File: src/rtl/ppu_pkg.sv
// ppu_pkg -- shared types, constants and helpers for the posit encode path.
//
// Posit geometry comes from the `N / `ES macros (defaults 16 / 1) so every
// file that imports this package agrees on the same widths.
//   ops_out_meta_t  : unrounded result from the ops stage
//                     (sign, total_exponent, fraction bits below the hidden
//                     one, frac_truncated = nonzero bits already lost)
//   posit_special_t : special_tag=1 means posit already holds the final
//                     encoding (ZERO / NAR)
//   c2()            : two's complement, used to apply the sign
`ifndef N
`define N 16
`endif
`ifndef ES
`define ES 1
`endif

package ppu_pkg;

  localparam int POSIT_N  = `N;
  localparam int POSIT_ES = `ES;

  // Regime value k after clamping spans +/-(N-2); one extra bit leaves room
  // for unclamped k coming out of the exponent shift.
  localparam int K_BITS         = $clog2(POSIT_N) + 2;
  localparam int TE_BITS        = K_BITS + POSIT_ES;
  localparam int FRAC_FULL_SIZE = POSIT_N;

  localparam logic [POSIT_N-1:0] ZERO   = '0;
  localparam logic [POSIT_N-1:0] NAR    = {1'b1, {(POSIT_N-1){1'b0}}};
  localparam logic [POSIT_N-1:0] MAXPOS = {1'b0, {(POSIT_N-1){1'b1}}};
  localparam logic [POSIT_N-1:0] MINPOS = POSIT_N'(1);

  typedef struct packed {
    logic                        sign;
    logic signed [TE_BITS-1:0]   total_exponent;
    logic [FRAC_FULL_SIZE-1:0]   frac;
    logic                        frac_truncated;
  } ops_out_meta_t;

  typedef struct packed {
    logic               special_tag;
    logic [POSIT_N-1:0] posit;
  } posit_special_t;

  function automatic logic [POSIT_N-1:0] c2(input logic [POSIT_N-1:0] x);
    return ~x + POSIT_N'(1);
  endfunction

endpackage

File: src/rtl/posit_round.sv
// posit_round -- combinational round / saturate / sign / special select.
//
// Ports:
//   sign           result sign (1 = negate the positive encoding)
//   body           kept N-1 bits of regime++exp++frac
//   guard, sticky  first dropped bit, OR of everything below it
//   sat_hi, sat_lo regime was clamped high / low upstream
//   special_tag    1 = pass special_posit through untouched
//   special_posit  final encoding for ZERO / NAR
//   posit          encoded, rounded posit
//   inexact        (PPU_INEXACT_FLAG_EN only) result is not exact
module posit_round
  import ppu_pkg::*;
#(
  parameter int N = POSIT_N
) (
  input  logic         sign,
  input  logic [N-2:0] body,
  input  logic         guard,
  input  logic         sticky,
  input  logic         sat_hi,
  input  logic         sat_lo,
  input  logic         special_tag,
  input  logic [N-1:0] special_posit,
  output logic [N-1:0] posit
`ifdef PPU_INEXACT_FLAG_EN
  ,
  output logic         inexact
`endif
);

  logic         round_up;
  logic [N-1:0] sum;
  logic         ovf;
  logic         unf;
  logic [N-1:0] mag;

  // Nearest, ties to even.
  assign round_up = guard & (body[0] | sticky);
  // One spare MSB catches a carry out of the body.
  assign sum = {1'b0, body} + {{(N-1){1'b0}}, round_up};
  assign ovf = sat_hi | sum[N-1];
  // A non-special result never encodes as zero; clamp it to minpos instead.
  assign unf = sat_lo | ~(|sum[N-2:0]);

  always_comb begin
    if (ovf) begin
      mag = MAXPOS;
    end else if (unf) begin
      mag = MINPOS;
    end else begin
      mag = sum;
    end

    if (special_tag) begin
      posit = special_posit;
    end else if (sign) begin
      posit = c2(mag);
    end else begin
      posit = mag;
    end
  end

`ifdef PPU_INEXACT_FLAG_EN
  assign inexact = ~special_tag & (guard | sticky | ovf | unf);
`endif

endmodule

File: src/rtl/fir_to_posit_pipe.sv
// fir_to_posit_pipe -- two-stage posit encoder with valid/ready handshake.
//   S1: regime k and exponent from total_exponent, clamp k, build and shift
//       the body, split into kept bits / guard / sticky.
//   S2: round, saturate, apply sign, select special (posit_round).
//
// Ports:
//   clk_i, rst_ni   clock, asynchronous active-low reset
//   in_valid_i      upstream result valid
//   in_ready_o      pipe can take an input this cycle (combinational)
//   ops_out_i       unrounded sign / total_exponent / frac / frac_truncated
//   special_i       special_tag=1 -> posit field is the final answer
//   out_valid_o     posit_o valid
//   out_ready_i     downstream takes the result
//   posit_o         encoded, rounded posit
//   inexact_o       only when PPU_INEXACT_FLAG_EN is defined
//
// N and ES must match the package geometry (ppu_pkg POSIT_N / POSIT_ES);
// ES >= 1 is assumed.
module fir_to_posit_pipe
  import ppu_pkg::*;
#(
  parameter int N  = POSIT_N,
  parameter int ES = POSIT_ES
) (
  input  logic           clk_i,
  input  logic           rst_ni,
  input  logic           in_valid_i,
  output logic           in_ready_o,
  input  ops_out_meta_t  ops_out_i,
  input  posit_special_t special_i,
  output logic           out_valid_o,
  input  logic           out_ready_i,
  output logic [N-1:0]   posit_o
`ifdef PPU_INEXACT_FLAG_EN
  ,
  output logic           inexact_o
`endif
);

  localparam int F    = FRAC_FULL_SIZE;
  localparam int W    = N + ES + F;
  localparam int KMAX = N - 2;
  localparam int SH_W = $clog2(N + 1);

  // ---------------- S1 combinational ----------------
  logic signed [K_BITS-1:0] k_raw;
  int                       k_int;
  int                       reg_len;
  logic                     sat_hi;
  logic                     sat_lo;
  logic [N-1:0]             regime_bits;
  logic [SH_W-1:0]          shift_amt;
  logic [W-1:0]             body_pre;
  logic [W-1:0]             body_sh;

  assign k_raw = K_BITS'($signed(ops_out_i.total_exponent) >>> ES);

  always_comb begin
    k_int  = int'(k_raw);
    sat_hi = 1'b0;
    sat_lo = 1'b0;
    if (k_int > KMAX) begin
      k_int  = KMAX;
      sat_hi = 1'b1;
    end else if (k_int < -KMAX) begin
      k_int  = -KMAX;
      sat_lo = 1'b1;
    end
    // k>=0: k+1 ones then a zero; k<0: -k zeros then a one.
    reg_len   = (k_int >= 0) ? (k_int + 2) : (1 - k_int);
    shift_amt = SH_W'(N - reg_len);
  end

  // Regime pattern right-aligned in N bits; the left shift below moves its
  // first bit to the top of the body.
  generate
    for (genvar gi = 0; gi < N; gi++) begin : g_regime
      assign regime_bits[gi] = (k_int < 0) ? (gi == 0)
                                           : ((gi >= 1) && (gi <= k_int + 1));
    end
  endgenerate

  assign body_pre = {regime_bits, ops_out_i.total_exponent[ES-1:0], ops_out_i.frac};
  assign body_sh  = body_pre << shift_amt;

  // ---------------- pipeline control ----------------
  logic s1_valid_reg;
  logic s2_valid_reg;
  logic s1_adv;
  logic s2_adv;

  assign s2_adv     = ~s2_valid_reg | out_ready_i;
  assign s1_adv     = ~s1_valid_reg | s2_adv;
  assign in_ready_o = s1_adv;

  // ---------------- S1 registers ----------------
  logic [N-2:0]   s1_body_reg;
  logic           s1_guard_reg;
  logic           s1_sticky_reg;
  logic           s1_sign_reg;
  logic           s1_sat_hi_reg;
  logic           s1_sat_lo_reg;
  posit_special_t s1_special_reg;

  // ---------------- S2 ----------------
  logic [N-1:0] round_posit;
  logic [N-1:0] posit_reg;
`ifdef PPU_INEXACT_FLAG_EN
  logic         round_inexact;
  logic         inexact_reg;
`endif

  posit_round #(
    .N (N)
  ) u_round (
    .sign          (s1_sign_reg),
    .body          (s1_body_reg),
    .guard         (s1_guard_reg),
    .sticky        (s1_sticky_reg),
    .sat_hi        (s1_sat_hi_reg),
    .sat_lo        (s1_sat_lo_reg),
    .special_tag   (s1_special_reg.special_tag),
    .special_posit (s1_special_reg.posit),
    .posit         (round_posit)
`ifdef PPU_INEXACT_FLAG_EN
    ,
    .inexact       (round_inexact)
`endif
  );

  always_ff @(posedge clk_i or negedge rst_ni) begin
    if (!rst_ni) begin
      s1_valid_reg   <= 1'b0;
      s2_valid_reg   <= 1'b0;
      s1_body_reg    <= '0;
      s1_guard_reg   <= 1'b0;
      s1_sticky_reg  <= 1'b0;
      s1_sign_reg    <= 1'b0;
      s1_sat_hi_reg  <= 1'b0;
      s1_sat_lo_reg  <= 1'b0;
      s1_special_reg <= '0;
      posit_reg      <= ZERO;
`ifdef PPU_INEXACT_FLAG_EN
      inexact_reg    <= 1'b0;
`endif
    end else begin
      if (s1_adv) begin
        s1_valid_reg <= in_valid_i;
        if (in_valid_i) begin
          s1_body_reg    <= body_sh[W-1 -: N-1];
          s1_guard_reg   <= body_sh[W-N];
          s1_sticky_reg  <= (|body_sh[W-N-1:0]) | ops_out_i.frac_truncated;
          s1_sign_reg    <= ops_out_i.sign;
          s1_sat_hi_reg  <= sat_hi;
          s1_sat_lo_reg  <= sat_lo;
          s1_special_reg <= special_i;
        end
      end
      if (s2_adv) begin
        s2_valid_reg <= s1_valid_reg;
        // Output data only moves with a real transfer, so a stalled result
        // stays put.
        if (s1_valid_reg) begin
          posit_reg   <= round_posit;
`ifdef PPU_INEXACT_FLAG_EN
          inexact_reg <= round_inexact;
`endif
        end
      end
    end
  end

  assign out_valid_o = s2_valid_reg;
  assign posit_o     = posit_reg;
`ifdef PPU_INEXACT_FLAG_EN
  assign inexact_o   = inexact_reg;
`endif

endmodule

File: config.mk
export PLATFORM = sky130hd
export DESIGN_NAME = fir_to_posit_pipe
export DESIGN_NICKNAME = d
export VERILOG_FILES = /design/src/rtl/ppu_pkg.sv /design/src/rtl/posit_round.sv /design/src/rtl/fir_to_posit_pipe.sv
export SDC_FILE = /design/constraint.sdc
export NUM_CORES = 1
export LEC_CHECK = 0
export CAP_MARGIN = 20
export CORE_MARGIN = 2
export CORE_UTILIZATION = 64
export DETAILED_ROUTE_END_ITERATION = 8
export GPL_ROUTABILITY_DRIVEN = 0
export PLACE_DENSITY = 0.89
export SETUP_SLACK_MARGIN = 0.02
export SLEW_MARGIN = 20
export SYNTH_ARGS = -nofsm -noshare
export SYNTH_HDL_FRONTEND = slang
export SYNTH_HIERARCHICAL = 1
export SYNTH_SLANG_ARGS = --single-unit
export TNS_END_PERCENT = 10
File: constraint.sdc
create_clock -name clk_i -period 9.5 [get_ports clk_i]
set_clock_uncertainty 0.05 [all_clocks]
set_input_delay 2.375 -clock clk_i [delete_from_list [all_inputs] [get_ports clk_i]]
set_output_delay 2.375 -clock clk_i [all_outputs]
set_load 0.03 [all_outputs]
==> out/metrics.yaml <==
switching_share_pct: 48.4
ff2ff_path_depth: 15
path_buf_inv: 2
fillers: 776
report.final.slew_viol_count: 0
cp_common_cell: "ha_1"
worstMarginPinSlew_ps: 1070
drtIter0Drc: 905
drive_gt1_share_pct: 10.6
rsz0062_at_grt: "no"
multi_input_area_sq_um: 4730
clkPwrFrac_pct: 11.1
cts_setup_buffers: 0
avgSynthCellArea_sq_um: 7.96
clock_sinks: 55
register_area_sq_um: 1380
grt_antenna_before_repair: 0
crit_type: "in2reg"
synth_mux_area_share_pct: 12.1
timing.final.crit_share_pct: 86.6
num_vias: 6865
yosysTopAreaCellShare_pct: 21.2
power.density_nw_per_um2: 211
antenna_cells: 0
power_w: 0.00150
areaGrowthSynthToFinish_pct: 9.80
finalSetupTns_ps: 0
place_inst: 952
cts_hold_repair.buffers: 0
power.share.combinational_pct: 60.8
cts_resized: 0
track_usage_pct: 34.0
die_area_sq_um: 11000
synth_top_area_cell: "dfrtp_1"
htree_levels: 2
startpoint_type: "input pin"
synth_ff_type: "dfrtp_1"
period_minus_slack_ps: 8220
crit_path_max_fanout: 17
status: "finished clean"
ys_ff_latch: 55
dr.pass1.iters: 6
synth_common_cells: "nand2_1, dfrtp_1, o21ai_0"
synth-edff-count: 0
max_freq_mhz: 122
syn_nets: 878
cts_buffers: 5
synth_cell_types: 105
dieWidth_microns: 105
synth_compound_area_share_pct: 26.0
final_core_util_pct: 72.6
largest_reg_flops: 17
wl_per_cell_microns: 19.6
cts.path.max_buffers: 2
ys.warnings.count: 6
hold_class: "reg2reg"
grt_max_degree: 56
crit_chain: "clkdlybuf4s50_1 -> o311ai_0 -> ha_1 -> nor2b_1 -> o21ai_1 -> inv_1 -> ha_1 -> nand4_1 -> ha_1 -> nor4b_1 -> and4_1 -> a41oi_1 -> a2111oi_0 -> nand2_1 -> o21ai_1 -> nor4_1 -> o32a_1"
power.switching_w: 0.000726
cap_violations: 0
wirelength_microns: 18800
arrival_ps: 8390
min_path_cells: 2
dp_hpwl_microns: 13500
die_h_microns: 105
clk_pin_slew_ps: 110
syn_inst: 815
yosysMostFrequentCell: "nand2_1"
ios: 64
fin_cells: 960
peakVddDrop_uv: 139
seq_power_share_pct: 28.1
seq_area_frac_synth_pct: 21.2
power.leakage_nw: 2.72
synth-simple-area-share_pct: 26.1
drt_drc_violations_left: 0
max-slew-margin-rel_pct: 28.4
rows: 36
worst_path_largest_cell_delay_ps: 770
io_buffers: 63
end_kind: "flip-flop"
ant_nets: 0
hold_violations: 0
synth_xor_area_share_pct: 5.07
grt-ovfl-total: 0
nets: 889
async_reset_ff_share_pct: 100
grt_pass1_vias: 6265
root_buffer: "clkbuf_8"
ys_top_cells_by_area: "dfrtp_1, nand2_1, mux2i_1, o21ai_0, mux4_2"
synth_top_family_by_area: "simple AND/OR/NAND/NOR gates"
syn_area_sq_um: 6490
insertion_delay_ps: 320
cts_tree: "yes"
cp.required_ps: 9660
p_int_w: 0.000774
grt_pass1_wl_microns: 31000
finalSetupViolCount: 0
cp.depth: 17
cp_slowest_cell: "a2111oi_0"
viasPerCell: 7.15
core_sq_um: 9820
crit_family: "compound AO/OA/AOI/OAI gates"
start_util_pct: 66.1
synth_fa_ha_area_share_pct: 3.43
[logic make-up (layout without fill, tap and decap cells)]
family	Yosys count	after routing
XOR/XNOR	32	32
AO/OA/AOI/OAI	235	235
AND/OR/NAND/NOR	333	333
flip-flops	55	55
multiplexers	62	62
adder cells (fa/ha/maj)	18	18
buffers and inverters	80	92
[cell type report]
| cell class | instances | share of cell area [%] |
|---|---|---|
| inverters | 13 | 0.685 |
| clock inverters | 3 | 0.650 |
| clock buffers | 5 | 0.966 |
| multi-input cells | 680 | 66.4 |
| repair buffers | 71 | 9.62 |
| flip-flops and latches | 55 | 19.3 |
| well taps | 133 | 2.34 |
[layer usage]
| layer | part of all wire (%) | track usage [%] | vias up |
|---|---|---|---|
| li1 | - | - | 3075 |
| met1 | 41 | 48.4 | 3193 |
| met2 | 46 | 52.5 | 533 |
| met3 | 11 | 6.05 | 64 |
| met4 | 2.4 | 10.6 | 0 |
| met5 | 0 | 0 | - |
[stage by stage]
| stage | hold WS [ps] | cell area [sq um] | worst slack, ps |
|---|---|---|---|
| after global placement | 402 | 6990 | 1660 |
| after floorplan | 387 | 6490 | 2700 |
| after global routing | 456 | 7120 | 814 |
| after detailed placement | 404 | 6990 | 1170 |
| final | 430 | 7120 | 1280 |
| after CTS | 430 | 7110 | 1500 |
[placed cells by master (no fill, tap or decap), types with 13 or more instances in the layout]
cell	instances
nand2_1	132
clkdlybuf4s50_1	62
nand3_1	30
mux2i_1	31
mux2_2	20
xnor2_1	13
ha_1	17
a31oi_1	15
dfrtp_1	54
a21oi_1	39
nor3_1	20
nand4_1	17
nor2_1	46
o21ai_0	51
[path summary, 6_finish.rpt]
kind                       slack [ps]            endpoint              start
max in group asynchronous        6750  s1_special_reg[16]             rst_ni
setup reg to reg                 5050         posit_o[12]     s1_body_reg[0]
min in group asynchronous        2120       s1_sticky_reg             rst_ni
hold / removal                    430   s1_special_reg[8]  s1_special_reg[8]
setup / recovery                 1280     s1_body_reg[13]      ops_out_i[21]
hold reg to reg                   430   s1_special_reg[8]  s1_special_reg[8]
[power by group through the flow]
stage | Clock (W) | Combinational, W | Sequential [W]
2_1_floorplan | 0 | 0.000644 | 0.000431
3_3_place_gp | 0 | 0.000860 | 0.000414
3_5_place_dp | 0 | 0.000882 | 0.000422
4_1_cts | 0.000166 | 0.000889 | 0.000417
5_1_grt | 0.000174 | 0.000978 | 0.000433
6_report | 0.000166 | 0.000913 | 0.000422
[worst reg2reg max path, delay by kind of cell (launching register included)]
family,cells,cell delay (ps)
AOI/OAI and AO/OA,4,870
muxes,1,280
adders and majority gates,3,920
and+or+nand+nor,6,1620
xor gates and xnor gates,1,200
DFF,1,390
No activity file was read; power rests on OpenSTA's default activity.
